[src/rtl/rll_keyed_stream_gate.sv]
// Key-gated valid/ready stream: one XOR gate per data bit, driven by a
// double-buffered key that is loaded in CHUNK_WIDTH pieces while traffic flows.
module rll_keyed_stream_gate #(
  parameter int                   DATA_WIDTH   = 32,
  parameter int                   KEY_WIDTH    = 32,
  parameter int                   CHUNK_WIDTH  = 8,
  parameter logic [KEY_WIDTH-1:0] KEY_POLARITY = 32'hA5A5_5A5A
) (
  input  logic                   clk,
  input  logic                   rst_n,
  input  logic                   key_clear,
  input  logic                   key_chunk_valid,
  output logic                   key_chunk_ready,
  input  logic [CHUNK_WIDTH-1:0] key_chunk,
  output logic                   key_loaded,
  input  logic                   in_valid,
  output logic                   in_ready,
  input  logic [DATA_WIDTH-1:0]  in_data,
  output logic                   out_valid,
  input  logic                   out_ready,
  output logic [DATA_WIDTH-1:0]  out_data
);

  localparam int NUM_CHUNKS = KEY_WIDTH / CHUNK_WIDTH;
  localparam int CNT_W      = $clog2(NUM_CHUNKS + 1);

  typedef enum logic [1:0] {IDLE, LOAD, COMMIT} state_t;

  state_t                 state_reg;
  logic [CNT_W-1:0]       count_reg;
  logic [KEY_WIDTH-1:0]   shadow_reg;
  logic [KEY_WIDTH-1:0]   shadow_next;
  logic [KEY_WIDTH-1:0]   active_reg;
  logic                   key_loaded_reg;
  logic                   out_valid_reg;
  logic [DATA_WIDTH-1:0]  out_data_reg;
  logic [DATA_WIDTH-1:0]  gated_data;
  logic                   chunk_fire;
  logic                   in_fire;
  logic                   last_chunk;

  // A clear in the same cycle must win over a chunk, so it masks ready.
  assign key_chunk_ready = (state_reg != COMMIT) && !key_clear;
  assign chunk_fire      = key_chunk_valid && key_chunk_ready;
  assign last_chunk      = (count_reg == CNT_W'(NUM_CHUNKS - 1));

  genvar gi;
  generate
    for (gi = 0; gi < NUM_CHUNKS; gi++) begin : g_shadow
      assign shadow_next[gi*CHUNK_WIDTH +: CHUNK_WIDTH] =
        (chunk_fire && count_reg == CNT_W'(gi)) ? key_chunk
                                                : shadow_reg[gi*CHUNK_WIDTH +: CHUNK_WIDTH];
    end
    for (gi = 0; gi < DATA_WIDTH; gi++) begin : g_key_gate
      assign gated_data[gi] = in_data[gi] ^ active_reg[gi] ^ KEY_POLARITY[gi];
    end
  endgenerate

  always_ff @(posedge clk) begin
    if (!rst_n) begin
      state_reg      <= IDLE;
      count_reg      <= '0;
      shadow_reg     <= '0;
      active_reg     <= '0;
      key_loaded_reg <= 1'b0;
    end else if (key_clear) begin
      state_reg      <= IDLE;
      count_reg      <= '0;
      shadow_reg     <= '0;
      active_reg     <= '0;
      key_loaded_reg <= 1'b0;
    end else begin
      case (state_reg)
        IDLE, LOAD: begin
          if (chunk_fire) begin
            shadow_reg <= shadow_next;
            count_reg  <= count_reg + 1'b1;
            state_reg  <= last_chunk ? COMMIT : LOAD;
          end
        end
        COMMIT: begin
          active_reg     <= shadow_reg;
          key_loaded_reg <= 1'b1;
          count_reg      <= '0;
          state_reg      <= IDLE;
        end
        default: state_reg <= IDLE;
      endcase
    end
  end

  assign in_ready = !out_valid_reg || out_ready;
  assign in_fire  = in_valid && in_ready;

  // Single output stage; key_clear deliberately leaves the in-flight beat alone.
  always_ff @(posedge clk) begin
    if (!rst_n) begin
      out_valid_reg <= 1'b0;
      out_data_reg  <= '0;
    end else if (in_fire) begin
      out_valid_reg <= 1'b1;
      out_data_reg  <= gated_data;
    end else if (out_ready) begin
      out_valid_reg <= 1'b0;
    end
  end

  assign key_loaded = key_loaded_reg;
  assign out_valid  = out_valid_reg;
  assign out_data   = out_data_reg;

endmodule

[config.mk]
export PLATFORM = sky130hd
export DESIGN_NAME = rll_keyed_stream_gate
export DESIGN_NICKNAME = d
export VERILOG_FILES = /design/src/rtl/rll_keyed_stream_gate.sv
export SDC_FILE = /design/constraint.sdc
export NUM_CORES = 1
export LEC_CHECK = 0
export ABC_CLOCK_PERIOD_IN_PS = 3000
export CORE_UTILIZATION = 55
export CTS_CLUSTER_SIZE = 20
export DETAILED_ROUTE_END_ITERATION = 12
export PLACE_DENSITY = 0.83
export SKIP_CTS_REPAIR_TIMING = 1
export SLEW_MARGIN = 5
export SYNTH_ARGS = -nofsm -noshare
export SYNTH_HDL_FRONTEND = slang
export SYNTH_SLANG_ARGS = --single-unit
[constraint.sdc]
create_clock -name clk -period 3 [get_ports clk]
set_input_delay 0.9 -clock clk [delete_from_list [all_inputs] [get_ports clk]]
set_output_delay 0.9 -clock clk [all_outputs]
set_load 0.1 [all_outputs]
==> flow_summary_export.csv, run 1 <==
group,metric,value,unit
run_status,status,"completed",
timing,setup_slack,0.354,ns
yosys,syn_inst,458,
floorplanning,die_w,88.2,um
critical_path,path_buf_inv,3,
timing,drv_slew,0,
timing,period_share,88.2,%
finish,antenna_cells,0,
clock_network,clock_sinks,103,
min_path,holdPathStages,2,
clock_network,clk_pin_slew,0.09,ns
finish,layoutNonFillerInstCount,634,
detailed_routing,via_per_inst,5.26,
timing,worstMarginPinSlew,1.05,ns
clock_network,cts_buffers,9,
power,powerDensity,555,nW/um^2
critical_path,endpoint_kind,"output port",
detailed_routing,wl_per_cell,14.2,um
yosys,ys_types,29,
yosys,synth_area_leaders,"dfxtp_1 (51%), nand2_1 (8.9%), a21oi_1 (8.2%), xnor2_1 (6.9%), mux2i_1 (6.1%)",
detailed_routing,num_vias,3335,
floorplanning,core.rowCount,31,
finish,area_growth,25.2,%
yosys,synth_top_area_share,50.5,%
timing,period_minus_slack,2.65,ns
critical_path,cp_cell_sequence,"clkdlybuf4s50_1 -> nor2b_1 -> inv_2 -> buf_12",
timing,rsz0062_at_grt,"false",
detailed_routing,drt_first_pass_iters,4,
floorplanning,design.die.area,7770,sq um
detailed_routing,drc,0,
clock_network,cts-root-buf,"clkbuf_8",
critical_path,rr_endpoint,"out_data[30]$_SDFFE_PN0P_",
placed_design,place_congestion,0.802,
finish,nets,581,
critical_path,path_class,"input pin to output port",
global_route,grt.total_usage,23.8,%
placed_design,dp_cells,618,
timing,finalHoldViolations,0,
timing,final.setup_skew,0.00779,ns
clock_network,clockBufferDepth,2,
clock_network,cts_tree,"done",
global_route,gr-usage-met2,38.9,%
min_path,hp-class,"flop to flop",
placed_design,dp_hpwl,6610,um
global_route,grt_pass1_wl,14000,um
global_route,grt_max_degree,41,
critical_path,start_kind,"input pin",
yosys,ys_seq_area_share,50.5,%
clock_network,clk_latency,0.35,ns
timing,fin_hold_ws,0.451,ns
critical_path,crit_fanout,2,
yosys,yosys.area.top_type,"dfxtp_1",
floorplanning,dieHeight,88.2,um
floorplanning,start_util,56.6,%
global_route,busiest_layer,"met2",
placed_design,io_buffers,81,
yosys,syn_area_per_cell,8.91,sq um
global_route,grt_pass1_vias,3000,
floorplanning,num_io_pins,82,
detailed_routing,drt-total-wl,8990,um
power,peakVddDrop,0.252,mV
detailed_routing,drt_iter0_markers,140,
timing,tns,0,ns
critical_path,reg2reg_from,"out_valid$_SDFFE_PN0P_",
global_route,grtUsageMet1,31.5,%
critical_path,ff2ff_setup_slack,1.20,ns
yosys,ys.warnings.count,0,
critical_path,rr_worst_depth,4,
yosys,syn_area,4080,sq um
yosys,ys_seq_elements,103,
finish,nFillCells,570,
timing,max_clock_freq,378,MHz
critical_path,worstPathArrival,1.75,ns
global_route,met3_usage,3.49,%
flow_run,maxCapViolCount,0,
critical_path,crit_slowest_cell,"clkdlybuf4s50_1",
global_route,antenna_found_initial,0,
critical_path,crit_family,"buffers and inverters",
min_path,hold_path.startpoint,"shadow_reg[3]$_SDFFE_PP0P_",
power,total_power,2840,uW
finish,drive_above_1_share,13.6,%
power,cellLeakagePower,0.00190,uW
clock_network,cts.htree.levels,3,
yosys,synth_nets,509,
timing,finalSetupViolCount,0,
floorplanning,core,7210,sq um
timing,relSlewSlack,29.6,%
global_route,grt-ovfl-total,0,
detailed_routing,ant_nets,0,
min_path,min_to,"active_reg[3]$_SDFFE_PP0N_",
critical_path,critPathRequiredTime,2.10,ns
critical_path,max_stage_delay,0.40,ns
placed_design,dpl_worst_slack,0.227,ns
==> how the worst max path moves through the flow <==
stage	from	cells past startpoint	slack [ns]	end
2_1_floorplan	out_valid$_SDFFE_PN0P_	4	0.40	in_ready
3_3_place_gp	out_ready	5	0.30	out_data[15]$_SDFFE_PN0P_
3_5_place_dp	out_ready	5	0.23	out_data[15]$_SDFFE_PN0P_
4_1_cts	out_ready	4	0.36	in_ready
5_1_grt	out_ready	4	0.33	in_ready
6_report	out_ready	4	0.35	in_ready
==> final cells by class <==
class / count / area, sq um / share of cell area (%)
clock buffers: 10 / 128 / 2.50
well taps: 99 / 124 / 2.42
clock inverters: 6 / 85.1 / 1.67
flip-flops and latches: 103 / 2060 / 40.4
repair buffers: 94 / 856 / 16.7
inverters: 8 / 30.0 / 0.588
multi-input cells: 314 / 1830 / 35.7
==> cells in the mapped netlist (all sizes together) <==
library cell / count
a211oi: 16
a21oi: 67
a31oi: 1
and2: 1
buf: 19
clkbuf: 14
dfxtp: 103
ha: 5
inv: 8
mux2i: 25
nand2: 99
nand2b: 3
nand3: 26
nand4bb: 1
nor2: 5
nor2b: 3
nor3: 2
nor4b: 2
o21ai: 24
or2: 1
or3b: 1
xnor2: 32
==> through the flow <==
step / util [%] / area [sq um]
6_report: 70.8 / 5110
3_5_place_dp: 67.9 / 4900
5_1_grt: 70.8 / 5110
2_1_floorplan: - / 4090
4_1_cts: 70.8 / 5110
3_3_place_gp: 67.9 / 4900
==> metal layers <==
metal  routed length (um)  up-vias
met4                  168        0
li1                     -     1686
met5                    0        -
met1                 4140     1536
met2                 4180       98
met3                  496       15
==> where the power goes <==
part,internal [uW],switching [uW]
Clock,468,447
Combinational,153,347
Sequential,1400,20.1
Total,2020,814
==> cells in the final DEF, fill, tap and decap left out, types with 3 or more instances in the layout <==
cell / count
nand3_1: 26
buf_12: 3
a21oi_1: 67
xnor2_1: 32
nor2_1: 4
dfxtp_1: 103
inv_1: 7
nand2b_1: 3
mux2i_1: 25
buf_4: 46
clkdlybuf4s50_1: 45
o21ai_0: 24
a211oi_1: 16
ha_1: 5
clkbuf_8: 9
nand2_1: 97
==> logic make-up (layout without fill, tap and decap cells) <==
family,after synthesis,in the layout,synth area share [%]
xor gates and xnor gates,32,32,6.86
AOI/OAI and AO/OA,108,108,14.3
DFF,103,103,50.5
muxes,25,25,6.13
and+or+nand+nor,144,144,15.8
buffers and inverters,41,118,4.96
adders and majority gates,5,5,1.53
==> worst register-to-register path: cells and delay by family (launching register included) <==
family,cells,cell delay [ns]
flip-flops,1,0.32
buffers and inverters,1,0.19
AND/OR/NAND/NOR,2,0.94
AO/OA/AOI/OAI,1,0.18
(Power assumes the default switching activity.)
==> run 2, diff against run 1 <==
--- a/config.mk
+++ b/config.mk
@@ -6,11 +6,14 @@
 export NUM_CORES = 1
 export LEC_CHECK = 0
 export ABC_CLOCK_PERIOD_IN_PS = 3000
-export CORE_UTILIZATION = 55
+export CELL_PAD_IN_SITES_DETAIL_PLACEMENT = 1
+export CELL_PAD_IN_SITES_GLOBAL_PLACEMENT = 1
+export CORE_UTILIZATION = 41
 export CTS_CLUSTER_SIZE = 20
 export DETAILED_ROUTE_END_ITERATION = 12
-export PLACE_DENSITY = 0.83
+export PLACE_DENSITY = 0.82
 export SKIP_CTS_REPAIR_TIMING = 1
+export SKIP_LAST_GASP = 1
 export SLEW_MARGIN = 5
 export SYNTH_ARGS = -nofsm -noshare
 export SYNTH_HDL_FRONTEND = slang
==> flow_summary_export.csv, run 2 (synthesis gave the netlist of run 1 again) <==
group,metric,value,unit
critical_path,start_kind,"input pin",
flow_run,maxCapViolCount,0,
min_path,hold_path.startpoint,"shadow_reg[17]$_SDFFE_PP0P_",
critical_path,crit_fanout,2,
detailed_routing,drt_iter0_markers,84,
global_route,antenna_found_initial,0,
clock_network,cts_buffers,9,
critical_path,rr_endpoint,"out_data[2]$_SDFFE_PN0P_",
floorplanning,num_io_pins,82,
power,total_power,2830,uW
detailed_routing,wl_per_cell,16.2,um
clock_network,cts-root-buf,"clkbuf_8",
critical_path,endpoint_kind,"output port",
critical_path,critPathRequiredTime,2.10,ns
timing,relSlewSlack,22.1,%
clock_network,clk_latency,0.36,ns
floorplanning,core,9730,sq um
floorplanning,die_w,102,um
placed_design,place_congestion,0.776,
global_route,grt_pass1_wl,17300,um
global_route,grt-ovfl-total,0,
critical_path,rr_worst_depth,4,
power,cellLeakagePower,0.00189,uW
finish,final_cell_mix,"dfxtp_1 (103), nand2_1 (97), a21oi_1 (67)",
clock_network,cts_tree,"done",
timing,period_minus_slack,2.63,ns
power,powerDensity,551,nW/um^2
critical_path,cp_cell_sequence,"clkdlybuf4s50_1 -> nor2b_1 -> inv_2 -> buf_12",
clock_network,cts.htree.levels,3,
detailed_routing,via_per_inst,5.10,
timing,rsz0062_at_grt,"false",
critical_path,max_stage_delay,0.40,ns
detailed_routing,drc,0,
finish,nets,580,
finish,area_growth,25.9,%
detailed_routing,drt-total-wl,10800,um
global_route,grt_max_degree,41,
timing,drv_slew,0,
timing,final.setup_skew,0.0142,ns
floorplanning,design.die.area,10400,sq um
floorplanning,start_util,42.0,%
critical_path,worstPathArrival,1.73,ns
clock_network,clock_sinks,103,
placed_design,dpl_worst_slack,0.196,ns
global_route,grt_pass1_vias,3486,
placed_design,dp_cells,651,
placed_design,io_buffers,81,
clock_network,clk_pin_slew,0.09,ns
finish,layoutNonFillerInstCount,667,
timing,max_clock_freq,380,MHz
min_path,hp-class,"flop to flop",
detailed_routing,num_vias,3399,
critical_path,ff2ff_setup_slack,1.09,ns
critical_path,path_class,"input pin to output port",
timing,tns,0,ns
placed_design,dp_hpwl,7730,um
timing,worstMarginPinSlew,1.16,ns
finish,antenna_cells,0,
timing,finalHoldViolations,0,
critical_path,reg2reg_from,"out_valid$_SDFFE_PN0P_",
timing,setup_slack,0.370,ns
detailed_routing,drt_first_pass_iters,4,
finish,layout_commonest_cell,"dfxtp_1",
critical_path,crit_slowest_cell,"clkdlybuf4s50_1",
timing,finalSetupViolCount,0,
min_path,holdPathStages,2,
floorplanning,dieHeight,102,um
detailed_routing,ant_nets,0,
critical_path,crit_family,"buffers and inverters",
finish,drive_above_1_share,13.5,%
run_status,status,"completed",
power,peakVddDrop,0.286,mV
floorplanning,core.rowCount,36,
timing,period_share,87.7,%
clock_network,clockBufferDepth,2,
min_path,min_to,"active_reg[17]$_SDFFE_PP0N_",
critical_path,path_buf_inv,3,
global_route,grt.total_usage,21.8,%
==> run 2: worst max path at each step <==
stage	from	end	slack (ns)	depth (start not counted)
finish	out_ready	in_ready	0.37	4
global route	out_ready	in_ready	0.30	4
CTS	out_ready	in_ready	0.36	4
detailed placement	out_ready	out_data[17]$_SDFFE_PN0P_	0.20	5
global placement	out_ready	out_data[13]$_SDFFE_PN0P_	0.29	5
floorplan	out_valid$_SDFFE_PN0P_	in_ready	0.40	4
==> run 2: area by class of cell <==
| type | count | area, sq um |
|---|---|---|
| clock buffers | 12 | 155 |
| clock inverters | 4 | 53.8 |
| fillers | 1153 | 4590 |
| inverters | 8 | 30.0 |
| multi-input cells | 314 | 1830 |
| flip-flops and latches | 103 | 2060 |
| well taps | 133 | 166 |
| repair buffers | 93 | 848 |
==> run 2: layer usage <==
| layer | part of all wire, % | track usage [%] | wire, um | vias up |
|---|---|---|---|---|
| met5 | 0 | 0 | 0 | - |
| met4 | 1.3 | 7.69 | 144 | 0 |
| met3 | 3.7 | 3.11 | 399 | 10 |
| met2 | 50 | 37.5 | 5360 | 74 |
| met1 | 45 | 27.8 | 4910 | 1632 |
| li1 | - | - | - | 1683 |
==> run 2: tightest hold or removal path, cell delays in order, from the launching register on <==
cell,delay (ns)
dfxtp_1,0.32
nand2_1,0.05
a21oi_1,0.05
==> run 2: power by group <==
| group | switching, uW | internal (uW) | leakage [uW] |
|---|---|---|---|
| clock | 470 | 434 | 0.0000988 |
| sequential | 20.1 | 1400 | 0.000837 |
| combinational | 354 | 152 | 0.000955 |
| total | 844 | 1990 | 0.00189 |
==> run 2: stage by stage <==
step,hold slack (ns),utilization (%),cell area (sq um)
6_report,0.456,52.8,5140
5_1_grt,0.471,52.8,5140
4_1_cts,0.462,52.8,5140
3_5_place_dp,0.448,50.7,4930
3_3_place_gp,0.438,50.7,4930
2_1_floorplan,0.432,-,4090
==> run 3, diff against run 2 <==
--- a/config.mk
+++ b/config.mk
@@ -5,7 +5,6 @@
 export SDC_FILE = /design/constraint.sdc
 export NUM_CORES = 1
 export LEC_CHECK = 0
-export ABC_CLOCK_PERIOD_IN_PS = 3000
 export CELL_PAD_IN_SITES_DETAIL_PLACEMENT = 1
 export CELL_PAD_IN_SITES_GLOBAL_PLACEMENT = 1
 export CORE_UTILIZATION = 41
@@ -14,7 +13,7 @@
 export PLACE_DENSITY = 0.82
 export SKIP_CTS_REPAIR_TIMING = 1
 export SKIP_LAST_GASP = 1
-export SLEW_MARGIN = 5
+export SLEW_MARGIN = 20
 export SYNTH_ARGS = -nofsm -noshare
 export SYNTH_HDL_FRONTEND = slang
 export SYNTH_SLANG_ARGS = --single-unit
==> flow_summary_export.csv, run 3 (synthesis gave the netlist of run 1 again) <==
group,metric,value,unit
power,peakVddDrop,0.285,mV
floorplanning,core.rowCount,36,
critical_path,path_class,"input pin to output port",
timing,worstMarginPinSlew,0.694,ns
timing,drv_slew,0,
timing,finalSetupViolCount,0,
timing,rsz0062_at_grt,"false",
power,powerDensity,551,nW/um^2
placed_design,dp_hpwl,7730,um
global_route,grt_pass1_vias,3486,
power,p_sw_share,29.8,%
floorplanning,start_util,42.0,%
clock_network,cts_tree,"done",
finish,layout_commonest_cell,"dfxtp_1",
detailed_routing,via_per_inst,5.12,
critical_path,path_depth,4,
critical_path,crit_slowest_cell,"clkdlybuf4s50_1",
flow_run,maxCapViolCount,0,
critical_path,path_buf_inv,3,
clock_network,cts-root-buf,"clkbuf_8",
clock_network,clockBufferDepth,2,
timing,period_minus_slack,2.63,ns
global_route,antenna_found_initial,0,
clock_network,cts_buffers,9,
finish,drive_above_1_share,13.7,%
finish,layoutNonFillerInstCount,667,
timing,setup_slack,0.370,ns
global_route,grt_max_degree,41,
critical_path,crit_fanout,2,
clock_network,clk_pin_slew,0.09,ns
detailed_routing,num_vias,3413,
finish,antenna_cells,0,
timing,period_share,87.7,%
clock_network,cts.htree.levels,3,
global_route,grt_pass1_wl,17300,um
critical_path,cp_cell_sequence,"clkdlybuf4s50_1 -> nor2b_1 -> inv_2 -> buf_12",
floorplanning,design.die.area,10400,sq um
timing,finalHoldViolations,0,
placed_design,io_buffers,81,
critical_path,max_stage_delay,0.40,ns
detailed_routing,drt_first_pass_iters,4,
critical_path,critPathRequiredTime,2.10,ns
floorplanning,dieHeight,102,um
min_path,hp-class,"flop to flop",
power,clock_power_share,31.9,%
detailed_routing,drc,0,
timing,final.setup_skew,0.0147,ns
placed_design,dpl_worst_slack,0.196,ns
placed_design,place_congestion,0.776,
finish,final_cell_mix,"dfxtp_1 (103), nand2_1 (97), a21oi_1 (67)",
finish,fin_area,5140,sq um
floorplanning,die_w,102,um
clock_network,clk_latency,0.36,ns
finish,area_growth,26.0,%
floorplanning,core,9730,sq um
placed_design,place_area,4930,sq um
timing,relSlewSlack,53.7,%
power,p_int,1990,uW
min_path,holdPathStages,2,
run_status,status,"completed",
critical_path,start_kind,"input pin",
critical_path,worstPathArrival,1.73,ns
clock_network,clock_sinks,103,
timing,max_clock_freq,380,MHz
detailed_routing,wl_per_cell,16.2,um
critical_path,crit_family,"buffers and inverters",
global_route,grt-ovfl-total,0,
power,switchingPower,845,uW
timing,tns,0,ns
detailed_routing,ant_nets,0,
placed_design,dp_cells,651,
detailed_routing,drt-total-wl,10800,um
floorplanning,num_io_pins,82,
detailed_routing,drt_iter0_markers,83,
global_route,grt.total_usage,21.8,%
critical_path,endpoint_kind,"output port",
power,pwr-share-comb,17.9,%
critical_path,rr_worst_depth,4,
finish,nets,580,
power,power_frac_seq,50.2,%
power,cellLeakagePower,0.00189,uW
==> run 3: metal layers <==
metal,GRT usage (%),vias up,part of all wire [%]
li1,-,1683,-
met1,27.8,1646,46
met2,37.5,74,49
met3,3.11,10,3.7
met4,7.69,0,1.3
met5,0,-,0
==> run 3: layout make-up <==
type / instances / area (sq um)
clock buffer: 12 / 155
timing repair buffer: 93 / 848
fill: 1153 / 4590
inverter: 8 / 30.0
sequential: 103 / 2060
tap: 133 / 166
clock inverter: 4 / 53.8
multi-input combinational: 314 / 1830
==> run 3: worst register-to-register path, cell delays in order (launching register included) <==
cell      delay [ns]
dfxtp_1         0.38
nand2b_1        0.45
buf_4           0.38
nand2_1         0.11
a21oi_1         0.20
==> run 3: path summary, 6_finish.rpt <==
check / startpoint / to / slack [ns]
setup / recovery: out_ready / in_ready / 0.37
hold / removal: shadow_reg[17]$_SDFFE_PP0P_ / active_reg[17]$_SDFFE_PP0N_ / 0.46
setup reg to reg: state_reg[0]$_SDFFE_PP0P_ / active_reg[8]$_SDFFE_PP0N_ / 1.40
hold reg to reg: shadow_reg[17]$_SDFFE_PP0P_ / active_reg[17]$_SDFFE_PP0N_ / 0.46
==> run 3: metrics by stage <==
stage / utilization [%] / hold slack (ns) / power [uW]
finish: 52.9 / 0.456 / 2830
global route: 52.9 / 0.471 / 2930
CTS: 52.8 / 0.462 / 2850
detailed placement: 50.7 / 0.448 / 1960
global placement: 50.7 / 0.438 / 1950
floorplan: - / 0.432 / 1800
==> run 3: power by group through the flow <==
stage               clock, uW  combinational, uW  sequential, uW
detailed placement          0                505            1450
global route              972                529            1420
CTS                       921                508            1420
floorplan                   0                129            1670
finish                    904                507            1420
global placement            0                497            1450
